--- src/rtl/workflow_control_os_gen_pkg.sv ---
// Shared types and phase-length helpers for the output-stationary matmul sequencer.
package bisr_os_pkg;

    typedef enum logic [2:0] {
        IDLE,
        CLEAR,
        FEED,
        DRAIN,
        SHIFT_SEL,
        OUTPUT,
        DONE
    } os_state_e;

    function automatic int max2(input int a, input int b);
        return (a > b) ? a : b;
    endfunction

    // Last skewed element enters at t = K_DIM-1 + max(ROWS,COLS)-1.
    function automatic int feed_len(input int rows, input int cols, input int k_dim);
        return k_dim + max2(rows, cols) - 1;
    endfunction

    function automatic int drain_len(input int rows, input int cols);
        return rows + cols - 1;
    endfunction

endpackage

--- src/rtl/workflow_control_os_gen_if.sv ---
// Request/array-edge bundle between a matmul requester and the OS sequencer.
interface workflow_control_os_gen_if #(
    parameter int ROWS      = 4,
    parameter int COLS      = 4,
    parameter int K_DIM     = 4,
    parameter int WORD_SIZE = 16
);
    logic                            start;
    logic [ROWS*K_DIM*WORD_SIZE-1:0] left_matrix;
    logic [K_DIM*COLS*WORD_SIZE-1:0] top_matrix;
    logic [COLS*WORD_SIZE-1:0]       bottom_out;
    logic                            set_stationary;
    logic                            stat_bit_in;
    logic                            fsm_out_select_in;
    logic [ROWS*WORD_SIZE-1:0]       curr_cycle_left_in;
    logic [COLS*WORD_SIZE-1:0]       curr_cycle_top_in;
    logic [COLS*WORD_SIZE-1:0]       matmul_output;
    logic [COLS-1:0]                 output_col_valid;
    logic [$clog2(ROWS)-1:0]         result_row;
    logic                            busy;
    logic                            done;

    modport master (
        output start, left_matrix, top_matrix, bottom_out,
        input  set_stationary, stat_bit_in, fsm_out_select_in, curr_cycle_left_in,
               curr_cycle_top_in, matmul_output, output_col_valid, result_row, busy, done
    );

    modport slave (
        input  start, left_matrix, top_matrix, bottom_out,
        output set_stationary, stat_bit_in, fsm_out_select_in, curr_cycle_left_in,
               curr_cycle_top_in, matmul_output, output_col_valid, result_row, busy, done
    );
endinterface

--- src/rtl/workflow_control_os_gen_skew_mux.sv ---
// Picks the diagonal (skewed) word per edge lane for feed step t; lane l carries k = t-l.
module os_skew_mux #(
    parameter int LANES       = 4,
    parameter int K_DIM       = 4,
    parameter int WORD_SIZE   = 16,
    parameter int LANE_STRIDE = 4,
    parameter int K_STRIDE    = 1,
    parameter int CW          = 4
) (
    input  logic [LANES*K_DIM*WORD_SIZE-1:0] matrix_i,
    input  logic [CW-1:0]                    t_i,
    output logic [LANES*WORD_SIZE-1:0]       bus_o
);
    for (genvar l = 0; l < LANES; l++) begin : g_lane
        logic [WORD_SIZE-1:0] word;

        always_comb begin
            word = '0;
            for (int k = 0; k < K_DIM; k++) begin
                if (int'(t_i) == l + k)
                    word = matrix_i[(l*LANE_STRIDE + k*K_STRIDE)*WORD_SIZE +: WORD_SIZE];
            end
        end

        assign bus_o[l*WORD_SIZE +: WORD_SIZE] = word;
    end
endmodule

--- src/rtl/workflow_control_os_gen.sv ---
// Output-stationary matmul sequencer: clears accumulators, feeds skewed A/B,
// drains the array, then shifts out and tags result rows bottom-first.
module workflow_control_os_gen
    import bisr_os_pkg::*;
#(
    parameter int ROWS      = 4,
    parameter int COLS      = 4,
    parameter int K_DIM     = 4,
    parameter int WORD_SIZE = 16
) (
    input logic clk,
    input logic rst,
    workflow_control_os_gen_if.slave bus
);
    localparam int FEED_LEN  = feed_len(ROWS, COLS, K_DIM);
    localparam int DRAIN_LEN = drain_len(ROWS, COLS);
    localparam int CNT_MAX   = max2(max2(FEED_LEN, DRAIN_LEN), ROWS);
    localparam int CW        = $clog2(CNT_MAX) + 1;
    localparam int RW        = $clog2(ROWS);

    os_state_e                 state_q, state_d;
    logic [CW-1:0]             cnt_q, cnt_d;
    logic [ROWS*WORD_SIZE-1:0] left_q, left_d, left_w;
    logic [COLS*WORD_SIZE-1:0] top_q, top_d, top_w;

    os_skew_mux #(
        .LANES(ROWS), .K_DIM(K_DIM), .WORD_SIZE(WORD_SIZE),
        .LANE_STRIDE(K_DIM), .K_STRIDE(1), .CW(CW)
    ) u_left_skew (
        .matrix_i(bus.left_matrix), .t_i(cnt_q), .bus_o(left_w)
    );

    os_skew_mux #(
        .LANES(COLS), .K_DIM(K_DIM), .WORD_SIZE(WORD_SIZE),
        .LANE_STRIDE(1), .K_STRIDE(COLS), .CW(CW)
    ) u_top_skew (
        .matrix_i(bus.top_matrix), .t_i(cnt_q), .bus_o(top_w)
    );

    // One phase counter, cleared on every phase entry.
    always_comb begin
        state_d = state_q;
        cnt_d   = cnt_q + CW'(1);
        case (state_q)
            IDLE: begin
                cnt_d = '0;
                if (bus.start) state_d = CLEAR;
            end
            CLEAR: begin
                cnt_d   = '0;
                state_d = FEED;
            end
            FEED: if (cnt_q == CW'(FEED_LEN - 1)) begin
                cnt_d   = '0;
                state_d = DRAIN;
            end
            DRAIN: if (cnt_q == CW'(DRAIN_LEN - 1)) begin
                cnt_d   = '0;
                state_d = SHIFT_SEL;
            end
            SHIFT_SEL: begin
                cnt_d   = '0;
                state_d = OUTPUT;
            end
            OUTPUT: if (cnt_q == CW'(ROWS - 1)) begin
                cnt_d   = '0;
                state_d = DONE;
            end
            DONE: begin
                cnt_d   = '0;
                state_d = IDLE;
            end
            default: begin
                cnt_d   = '0;
                state_d = IDLE;
            end
        endcase
        left_d = (state_q == FEED) ? left_w : '0;
        top_d  = (state_q == FEED) ? top_w  : '0;
    end

    always_ff @(posedge clk or posedge rst) begin
        if (rst) begin
            state_q <= IDLE;
            cnt_q   <= '0;
            left_q  <= '0;
            top_q   <= '0;
        end else begin
            state_q <= state_d;
            cnt_q   <= cnt_d;
            left_q  <= left_d;
            top_q   <= top_d;
        end
    end

    assign bus.set_stationary     = 1'b0;
    assign bus.stat_bit_in        = (state_q == CLEAR);
    assign bus.fsm_out_select_in  = (state_q == SHIFT_SEL);
    assign bus.curr_cycle_left_in = left_q;
    assign bus.curr_cycle_top_in  = top_q;
    assign bus.matmul_output      = bus.bottom_out;
    assign bus.output_col_valid   = {COLS{state_q == OUTPUT}};
    // Shift-out presents the bottom row first.
    assign bus.result_row = (state_q == OUTPUT) ? RW'(ROWS - 1) - cnt_q[RW-1:0] : '0;
    assign bus.busy       = (state_q != IDLE);
    assign bus.done       = (state_q == DONE);
endmodule

--- src/flat_wrapper.sv ---
// flat-port wrapper written by rule: the top's interface ports become plain ports
module workflow_control_os_gen_flat import bisr_os_pkg::*;
#(
    parameter int ROWS      = 4,
    parameter int COLS      = 4,
    parameter int K_DIM     = 4,
    parameter int WORD_SIZE = 16
)
  (clk, rst, bus_start, bus_left_matrix, bus_top_matrix, bus_bottom_out, bus_set_stationary, bus_stat_bit_in, bus_fsm_out_select_in, bus_curr_cycle_left_in, bus_curr_cycle_top_in, bus_matmul_output, bus_output_col_valid, bus_result_row, bus_busy, bus_done);
  workflow_control_os_gen_if #(.ROWS(ROWS), .COLS(COLS), .K_DIM(K_DIM), .WORD_SIZE(WORD_SIZE)) bus_i ();
  input logic clk;
  input logic rst;
  input wire logic [$bits(bus_i.start)-1:0] bus_start;
  input wire logic [$bits(bus_i.left_matrix)-1:0] bus_left_matrix;
  input wire logic [$bits(bus_i.top_matrix)-1:0] bus_top_matrix;
  input wire logic [$bits(bus_i.bottom_out)-1:0] bus_bottom_out;
  output wire logic [$bits(bus_i.set_stationary)-1:0] bus_set_stationary;
  output wire logic [$bits(bus_i.stat_bit_in)-1:0] bus_stat_bit_in;
  output wire logic [$bits(bus_i.fsm_out_select_in)-1:0] bus_fsm_out_select_in;
  output wire logic [$bits(bus_i.curr_cycle_left_in)-1:0] bus_curr_cycle_left_in;
  output wire logic [$bits(bus_i.curr_cycle_top_in)-1:0] bus_curr_cycle_top_in;
  output wire logic [$bits(bus_i.matmul_output)-1:0] bus_matmul_output;
  output wire logic [$bits(bus_i.output_col_valid)-1:0] bus_output_col_valid;
  output wire logic [$bits(bus_i.result_row)-1:0] bus_result_row;
  output wire logic [$bits(bus_i.busy)-1:0] bus_busy;
  output wire logic [$bits(bus_i.done)-1:0] bus_done;
  assign bus_i.start = bus_start;
  assign bus_i.left_matrix = bus_left_matrix;
  assign bus_i.top_matrix = bus_top_matrix;
  assign bus_i.bottom_out = bus_bottom_out;
  assign bus_set_stationary = bus_i.set_stationary;
  assign bus_stat_bit_in = bus_i.stat_bit_in;
  assign bus_fsm_out_select_in = bus_i.fsm_out_select_in;
  assign bus_curr_cycle_left_in = bus_i.curr_cycle_left_in;
  assign bus_curr_cycle_top_in = bus_i.curr_cycle_top_in;
  assign bus_matmul_output = bus_i.matmul_output;
  assign bus_output_col_valid = bus_i.output_col_valid;
  assign bus_result_row = bus_i.result_row;
  assign bus_busy = bus_i.busy;
  assign bus_done = bus_i.done;
  workflow_control_os_gen #(.ROWS(ROWS), .COLS(COLS), .K_DIM(K_DIM), .WORD_SIZE(WORD_SIZE)) u_core (.clk(clk), .rst(rst), .bus(bus_i));
endmodule
--- config.mk ---
export PLATFORM = sky130hd
export DESIGN_NAME = workflow_control_os_gen_flat
export DESIGN_NICKNAME = d
export VERILOG_FILES = /design/src/rtl/workflow_control_os_gen_pkg.sv /design/src/rtl/workflow_control_os_gen_if.sv /design/src/rtl/workflow_control_os_gen_skew_mux.sv /design/src/rtl/workflow_control_os_gen.sv /design/src/flat_wrapper.sv
export SDC_FILE = /design/constraint.sdc
export NUM_CORES = 1
export LEC_CHECK = 0
export ABC_AREA = 1
export CORE_AREA = 5 5 305 307
export DETAILED_ROUTE_END_ITERATION = 7
export DIE_AREA = 0 0 310 312
export GPL_ROUTABILITY_DRIVEN = 0
export PLACE_DENSITY = 0.35
export SYNTH_ARGS = -nofsm -noshare
export SYNTH_HDL_FRONTEND = slang
export SYNTH_SLANG_ARGS = --single-unit
--- constraint.sdc ---
create_clock -name clk -period 9.4 [get_ports clk]
set_input_delay 1.88 -clock clk [delete_from_list [all_inputs] [get_ports clk]]
set_output_delay 1.88 -clock clk [all_outputs]
set_load 0.02 [all_outputs]
==> results.ini, run 1 <==
[setup_path]
slowest_delay_ns=0.62
endpoint_kind=output port
cp.arrival_ns=2.50
r2r-start=u_core.cnt_q[2]
crit_required_ns=7.52
cp_max_fo=9
crit_top_cell=nor2_1
crit_start=u_core.state_q[2]
worstPathCellList=clkinv_1 -> nor2_1 -> inv_1 -> nor2_1 -> clkdlybuf4s50_1
slowest_stage=clkdlybuf4s50_1
worstSetupPathType=reg2out
start_kind=flip-flop

[clock_tree]
cts_hold_buf=0
cts-root-buf=clkbuf_16
numCtsBuffers=17
cts_resized=0
clock_latency_ns=0.49
clock_sinks=135
cts_max_level=4
cts.clk_slew.worst_paths_ns=0.06
cts.path.max_buffers=2
cts_setup_buffers=0
cts_tree=built

[timing]
worst_clock_skew_ns=0.0222
worst_slew_pin_slew_ns=0.984
finalSetupTns_ns=0
max-slew-margin-rel=0.344
rsz0062_at_grt=false
fin_crit_ns=4.38
maxSlewViolCount=0
setup_viol=0
max_freq_mhz=228
hold_violations=0
min_period_over_period=0.466

[run_status]
status=finished, final reports clean

[yosys]
synth_warnings=0
synth_most_common_cell=nand2_1
yosysSeqAreaShare=0.334
ys_top_cells_by_area=dfrtp_1 (33%), nand3_1 (11%), nand2_1 (11%), nand4_1 (10%), nor2_1 (7.1%)
yosysTopAreaCell=dfrtp_1
synth_nets=2140
synth_common_cells=nand2_1 (283), nand3_1 (228), nor2_1 (192), nand4_1 (163), inv_1 (140)
syn_avg_cell_area_um2=6.50
synth_area_um2=10100
ys.flop_type=dfrtp_1
ys_ff_latch=135
synth_edf_count=0
synth_top_area_frac=0.334
synth_cells=1557
async_reset_ff_frac=1.00
ys_types=27

[route]
drcViolationCount=0
dr.pass1.iters=7
wire_per_inst_um=22.7
totalWireLength_um=73500
vias=13000
drt-initial-drc-count=905
via_per_inst=4.00
ant_nets=0

[global_route]
antenna_found_initial=27
grt_pass1_vias=13500
gr-usage-all-layers=0.145
grt_pass1_wl_um=101000
grt_overflow=0
grt_max_degree=83

[min_path]
min_from=u_core.cnt_q[3]
hold_class=reg2reg

[floorplanning]
fp-row-count=110
start_util=0.113
ios=782
die_y_um=312
die_w_um=310
dieArea_um2=96700
core_area_um2=89700

[power_and_ir_drop]
power.density_nw_per_um2=225
intPower_uw=2000
p_leak_uw=0.00780
ir_drop_uv=135
p_sw_frac=0.503
p_comb_frac=0.611
p_sw_uw=2020
clkPwrFrac=0.182
power_frac_seq=0.207

[placed_design]
io_buffers=652
dp_hpwl_um=55800

[final_layout]
nets=2624
area_delta_synth_final_pct=76.7
fin_util=0.199
drive_gt1_frac=0.0443

[flow_run]
cap_viol_max_count=0

[worst paths after layout]
kind / slack, ns / cells past startpoint / end
max in group asynchronous: 6.39 / 3 / u_core.bus.curr_cycle_top_in[63]
worst min register to register: 0.71 / 2 / u_core.cnt_q[3]
worst min-delay path: 0.71 / 2 / u_core.cnt_q[3]
min in group asynchronous: 1.75 / 2 / u_core.bus.curr_cycle_top_in[14]
worst max register to register: 5.71 / 6 / u_core.bus.curr_cycle_top_in[6]
worst max-delay path: 5.02 / 5 / bus_result_row[0]
[power groups by stage]
| stage | Clock [µW] | Combinational (µW) | Sequential, µW |
|---|---|---|---|
| detailed placement | 0 | 2500 | 846 |
| CTS | 773 | 2510 | 837 |
| global placement | 0 | 2510 | 841 |
| global route | 783 | 2690 | 850 |
| finish | 731 | 2450 | 832 |
| floorplan | 0 | 1240 | 967 |
[cells in the final DEF (no fill, tap or decap), drive strengths merged]
cell type      synthesis  final
bufinv                 0      2
buf                  155     24
nor3                   3      3
ha                     4      4
nand2                283    283
dfrtp                135    135
xor2                   1      1
diode                  0     11
xnor2                  1      1
clkinv                 1      4
clkbuf                56     21
and3                   1      1
a21oi                 85     85
nand3                230    230
inv                  142    144
conb                   1      1
o21ai                 71     71
nor2                 194    194
or2                   30     30
nand4                163    163
clkinvlp               0      4
nand3b                 1      1
clkdlybuf4s50          0    652
[kinds of logic (layout without fill, tap and decap cells)]
logic type                 Yosys count  after routing  synth area share
AOI/OAI and AO/OA                  156            156            0.0772
xor gates and xnor gates             2              2           0.00173
adders and majority gates            4              4           0.00495
buffers and inverters              354            851             0.165
DFF                                135            135             0.334
other                                1             12          0.000371
and+or+nand+nor                    905            905             0.417
[registers in the layout, indices dropped and copies added (netlist names)]
| register | cells |
|---|---|
| u_core.bus.curr_cycle_top_in | 64 |
| u_core.cnt_q | 4 |
| u_core.state_q | 3 |
| u_core.bus.curr_cycle_left_in | 64 |
[critical path, delay by kind of cell (launching register included)]
kind,cells,cell delay (ns)
buffers and inverters,3,0.98
AND/OR/NAND/NOR,2,0.61
flip-flops,1,0.44
[metal layers]
metal / track usage / wire [µm] / vias to the layer above
met3: 0.0431 / 6080 / 132
li1: - / - / 6050
met5: 0 / 34 / -
met4: 0.0546 / 2470 / 6
met2: 0.254 / 36500 / 630
met1: 0.166 / 28500 / 6144
[metrics by stage]
step	area, µm²	hold WS [ns]	worst slack, ns	cells	power (µW)
after global routing	17900	0.746	4.73	3239	4320
after global placement	17300	0.668	5.44	3198	3350
after detailed placement	17300	0.691	5.44	3198	3350
after floorplan	10100	0.491	3.91	1557	2210
final	17900	0.709	5.02	3241	4020
after CTS	17800	0.711	4.87	3230	4120
[final cells by class]
cell class | instances | area (µm²)
diodes | 11 | 27.5
clock buffers | 21 | 460
clock inverters | 11 | 123
fillers | 10200 | 71900
inverters | 143 | 544
multi-input cells | 1068 | 5150
flip-flops and latches | 135 | 3380
well taps | 1176 | 1470
repair buffers | 676 | 6710
Power figures use the tool's default switching activity.
==> inputs of run 2 (changes only) <==
--- a/config.mk
+++ b/config.mk
@@ -10,7 +10,7 @@
 export DETAILED_ROUTE_END_ITERATION = 7
 export DIE_AREA = 0 0 310 312
 export GPL_ROUTABILITY_DRIVEN = 0
-export PLACE_DENSITY = 0.35
+export PLACE_DENSITY = 0.36
 export SYNTH_ARGS = -nofsm -noshare
 export SYNTH_HDL_FRONTEND = slang
 export SYNTH_SLANG_ARGS = --single-unit
==> constraint.sdc (replaced) <==
create_clock -name clk -period 4 [get_ports clk]
set_input_delay 0.8 -clock clk [delete_from_list [all_inputs] [get_ports clk]]
set_output_delay 0.8 -clock clk [all_outputs]
set_load 0.02 [all_outputs]
==> run 2 against run 1 <==
  * Via count is 0.69% higher
  * Highest routed layer unchanged
  * Count of clock-buffer cells in the layout is 3 lower
  * Sequential share of layout area is 0.18 points lower
  * Critical path depth is 1 higher
  * Routed wire length is 0.55% higher
  * Clock skew is 0.0088 ns lower
  * First-iteration DRC count is 1.4% higher
  * Worst hold slack worse by 0.075 ns
==> results.ini, run 2 (synthesized netlist as in run 1, its figures left out) <==
[run_status]
status=finished, final reports clean

[timing]
setup_viol=0
fin_crit_ns=3.11
worst_slew_pin_slew_ns=0.990
max-slew-margin-rel=0.340
maxSlewViolCount=0
rsz0062_at_grt=false
hold_violations=0
finalSetupTns_ns=0
max_freq_mhz=321
worst_clock_skew_ns=0.0133
min_period_over_period=0.778

[floorplanning]
dieArea_um2=96700
die_y_um=312
start_util=0.113
ios=782
core_area_um2=89700
die_w_um=310
fp-row-count=110

[route]
ant_nets=0
vias=13100
wire_per_inst_um=22.7
drt-initial-drc-count=918
drcViolationCount=0
dr.pass1.iters=7
totalWireLength_um=73900
via_per_inst=4.02

[power_and_ir_drop]
p_sw_frac=0.498
clkPwrFrac=0.186
total_power_uw=9560
p_leak_uw=0.00789
ir_drop_uv=392
power.density_nw_per_um2=530
intPower_uw=4800
p_sw_uw=4760
power_frac_seq=0.198
p_comb_frac=0.616

[placed_design]
io_buffers=652
dp_hpwl_um=56300
dpl-instance-area_um2=17400

[global_route]
gr-usage-all-layers=0.146
grt_overflow=0
grt_pass1_vias=13600
antenna_found_initial=20
grt_max_degree=136
grt_pass1_wl_um=102000

[setup_path]
cp.arrival_ns=2.31
crit_required_ns=3.20
crit_start=u_core.state_q[1]
worstSetupPathType=reg2out
cp_max_fo=6
r2r-start=u_core.cnt_q[0]
endpoint_kind=output port
start_kind=flip-flop

[clock_tree]
clock_latency_ns=0.49
cts.clk_slew.worst_paths_ns=0.07
cts_max_level=4
cts.path.max_buffers=2
cts-root-buf=clkbuf_16
cts_setup_buffers=0
cts_resized=0
cts_hold_buf=0
numCtsBuffers=17
clock_sinks=135
cts_tree=built

[final_layout]
nets=2634
drive_gt1_frac=0.0490
final_cell_mix=clkdlybuf4s50_1 (652), nand2_1 (282), nand3_1 (227), nor2_1 (191), nand4_1 (163)
final_common_cell=clkdlybuf4s50_1
area_delta_synth_final_pct=78.4
final_area_um2=18000

[min_path]
hold_class=in2async

[flow_run]
cap_viol_max_count=0

==> run 2: cell count changes in the layout (fill, tap and decap cells not counted), sizes merged <==
cell      before  now
clkbuf        21   18
bufinv         2    3
buf           24   34
clkinv         4    6
clkinvlp       4    3
==> run 2: power groups by stage <==
stage / Clock [µW] / Sequential [µW] / Combinational [µW]
floorplan: 0 / 2270 / 2920
global placement: 0 / 1910 / 6030
detailed placement: 0 / 1920 / 6030
CTS: 1890 / 1900 / 6040
global route: 1910 / 1930 / 6440
finish: 1780 / 1890 / 5890
==> run 2: path summary, 6_finish.rpt <==
path / slack (ns) / cells past startpoint / endpoint
hold / removal: 0.63 / 2 / u_core.bus.curr_cycle_left_in[42]
hold reg to reg: 0.64 / 1 / u_core.cnt_q[0]
setup / recovery: 0.89 / 6 / bus_result_row[0]
max in group asynchronous: 2.63 / 4 / u_core.bus.curr_cycle_top_in[57]
min in group clk: 0.64 / 1 / u_core.cnt_q[0]
setup reg to reg: 1.16 / 7 / u_core.bus.curr_cycle_left_in[3]
==> run 2: layer usage <==
layer	GRT usage	share of wire	vias up
li1	-	-	6064
met1	0.168	0.39	6217
met2	0.256	0.50	624
met3	0.0421	0.083	138
met4	0.0532	0.029	8
met5	0	0.00054	-
==> run 2: layout make-up <==
class / instances / area, µm²
fill: 10100 / 71700
timing repair buffer: 686 / 6870
multi-input combinational: 1068 / 5150
sequential: 135 / 3380
tap: 1176 / 1470
inverter: 143 / 543
clock buffer: 18 / 429
clock inverter: 13 / 171
antenna: 11 / 27.5
==> run 2: critical path, cell delays in order (launching register included) <==
cell             delay (ns)
dfrtp_1                0.44
inv_1                  0.19
nand2_1                0.12
nor2_1                 0.15
inv_1                  0.07
nor2_1                 0.18
clkdlybuf4s50_1        0.67
==> run 2: through the flow <==
stage           util  hold WS, ns  cells  setup WS [ns]
3_5_place_dp   0.194        0.633   3208           1.12
5_1_grt        0.201        0.602   3246          0.725
6_report       0.201        0.634   3250          0.889
2_1_floorplan      -        0.491   1557           1.52
3_3_place_gp   0.194        0.612   3208           1.13
4_1_cts        0.201        0.583   3239          0.818
==> inputs of run 3 (changes only) <==
--- a/config.mk
+++ b/config.mk
@@ -10,7 +10,7 @@
 export DETAILED_ROUTE_END_ITERATION = 7
 export DIE_AREA = 0 0 310 312
 export GPL_ROUTABILITY_DRIVEN = 0
-export PLACE_DENSITY = 0.36
+export PLACE_DENSITY = 0.35
 export SYNTH_ARGS = -nofsm -noshare
 export SYNTH_HDL_FRONTEND = slang
 export SYNTH_SLANG_ARGS = --single-unit
==> constraint.sdc (replaced) <==
create_clock -name clk -period 3.26 [get_ports clk]
set_input_delay 0.652 -clock clk [delete_from_list [all_inputs] [get_ports clk]]
set_output_delay 0.652 -clock clk [all_outputs]
set_load 0.02 [all_outputs]
==> run 3 against run 2 <==
  * Largest power group unchanged
  * Register-to-register slack got worse by 0.45 ns
  * Worst setup slack got worse by 0.63 ns
  * Count of clock-buffer cells in the layout increased by 1
  * Highest routed layer unchanged
  * Largest cell class unchanged
==> results.ini, run 3 (synthesized netlist as in run 1, its figures left out) <==
[floorplanning]
ios=782
die_w_um=310
core_area_um2=89700
dieArea_um2=96700
fp-row-count=110
die_y_um=312
start_util=0.113

[timing]
worst_slew_pin_slew_ns=1.34
worst_clock_skew_ns=0.00931
fin_crit_ns=3.00
max-slew-margin-rel=0.108
hold_violations=0
min_period_over_period=0.920
maxSlewViolCount=0
finalSetupTns_ns=0
rsz0062_at_grt=false
setup_viol=0
max_freq_mhz=333

[global_route]
grt_pass1_vias=13600
antenna_found_initial=15
gr-usage-all-layers=0.143
grt_max_degree=108
grt_pass1_wl_um=101000
grt_overflow=0

[clock_tree]
clock_latency_ns=0.49
cts.clk_slew.worst_paths_ns=0.07
cts_resized=0
numCtsBuffers=17
clock_sinks=135
cts_max_level=4
cts-root-buf=clkbuf_16
cts.path.max_buffers=2
cts_setup_buffers=0
cts_hold_buf=0
cts_tree=built

[power_and_ir_drop]
power.density_nw_per_um2=654
p_leak_uw=0.00798
ir_drop_uv=385

[setup_path]
crit_required_ns=2.61
endpoint_kind=output port
cp.arrival_ns=2.35
start_kind=flip-flop
cp_max_fo=6
worstSetupPathType=reg2out

[placed_design]
dp_hpwl_um=55500
dp_cells=3221
dpl-instance-area_um2=17600
io_buffers=652

[final_layout]
final_cell_mix=clkdlybuf4s50_1 (652), nand2_1 (282), nand3_1 (227), nor2_1 (191), nand4_1 (163)
nets=2647
fin_cells=3257
drive_gt1_frac=0.0545
final_area_um2=18200
area_delta_synth_final_pct=80.2
final_common_cell=clkdlybuf4s50_1
fillers=10100

[route]
drcViolationCount=0
drt-initial-drc-count=780
via_per_inst=3.96
wire_per_inst_um=22.3
dr.pass1.iters=5
ant_nets=0
totalWireLength_um=72700
vias=12900

[flow_run]
cap_viol_max_count=0

[run_status]
status=finished, final reports clean

[min_path]
hold_class=in2async

[run 3: area by class of cell]
| class | count | area [µm²] | area share |
|---|---|---|---|
| Antenna cell | 6 | 15.0 | 0.000824 |
| Clock buffer | 19 | 443 | 0.0243 |
| Clock inverter | 11 | 174 | 0.00955 |
| Inverter | 143 | 543 | 0.0298 |
| Multi-Input combinational cell | 1068 | 5150 | 0.283 |
| Sequential cell | 135 | 3380 | 0.186 |
| Tap cell | 1176 | 1470 | 0.0808 |
| Timing Repair Buffer | 699 | 7040 | 0.386 |
[run 3: through the flow]
stage          utilization  setup slack (ns)  hold WS (ns)  total power [µW]
3_3_place_gp         0.196             0.758         0.628              9830
4_1_cts              0.203             0.219         0.544             12200
5_1_grt              0.203            0.0996         0.561             12800
6_report             0.203             0.261         0.586             11900
2_1_floorplan            -             0.929         0.491              6370
3_5_place_dp         0.196             0.734         0.628              9840
[run 3: worst paths after layout]
| check | from | end | slack [ns] | depth (start not counted) |
|---|---|---|---|---|
| max in group asynchronous | rst | u_core.bus.curr_cycle_top_in[54] | 2.16 | 4 |
| setup / recovery | u_core.state_q[1] | bus_result_row[1] | 0.26 | 7 |
| min in group clk | u_core.cnt_q[0] | u_core.cnt_q[0] | 0.64 | 1 |
| setup reg to reg | u_core.cnt_q[0] | u_core.bus.curr_cycle_top_in[44] | 0.71 | 6 |
| hold reg to reg | u_core.cnt_q[0] | u_core.cnt_q[0] | 0.64 | 1 |
| hold / removal | rst | u_core.bus.curr_cycle_top_in[10] | 0.59 | 3 |
[run 3: power by group]
group	internal (µW)	switching, µW
sequential	2100	231
clock	1300	970
combinational	2720	4590
[run 3: worst max-delay path, cell delays in order (launching register included)]
cell	delay (ns)
dfrtp_1	0.44
inv_1	0.19
nand2_1	0.12
nor2_1	0.11
buf_4	0.17
inv_1	0.06
nor2_1	0.10
clkdlybuf4s50_1	0.69
[run 3: routing by layer]
| layer | part of all wire | vias up | GRT usage |
|---|---|---|---|
| met2 | 0.50 | 554 | 0.256 |
| met1 | 0.40 | 6132 | 0.165 |
| met3 | 0.077 | 117 | 0.0420 |
| met5 | 0.00061 | - | 0 |
| met4 | 0.025 | 6 | 0.0441 |
| li1 | - | 6087 | - |
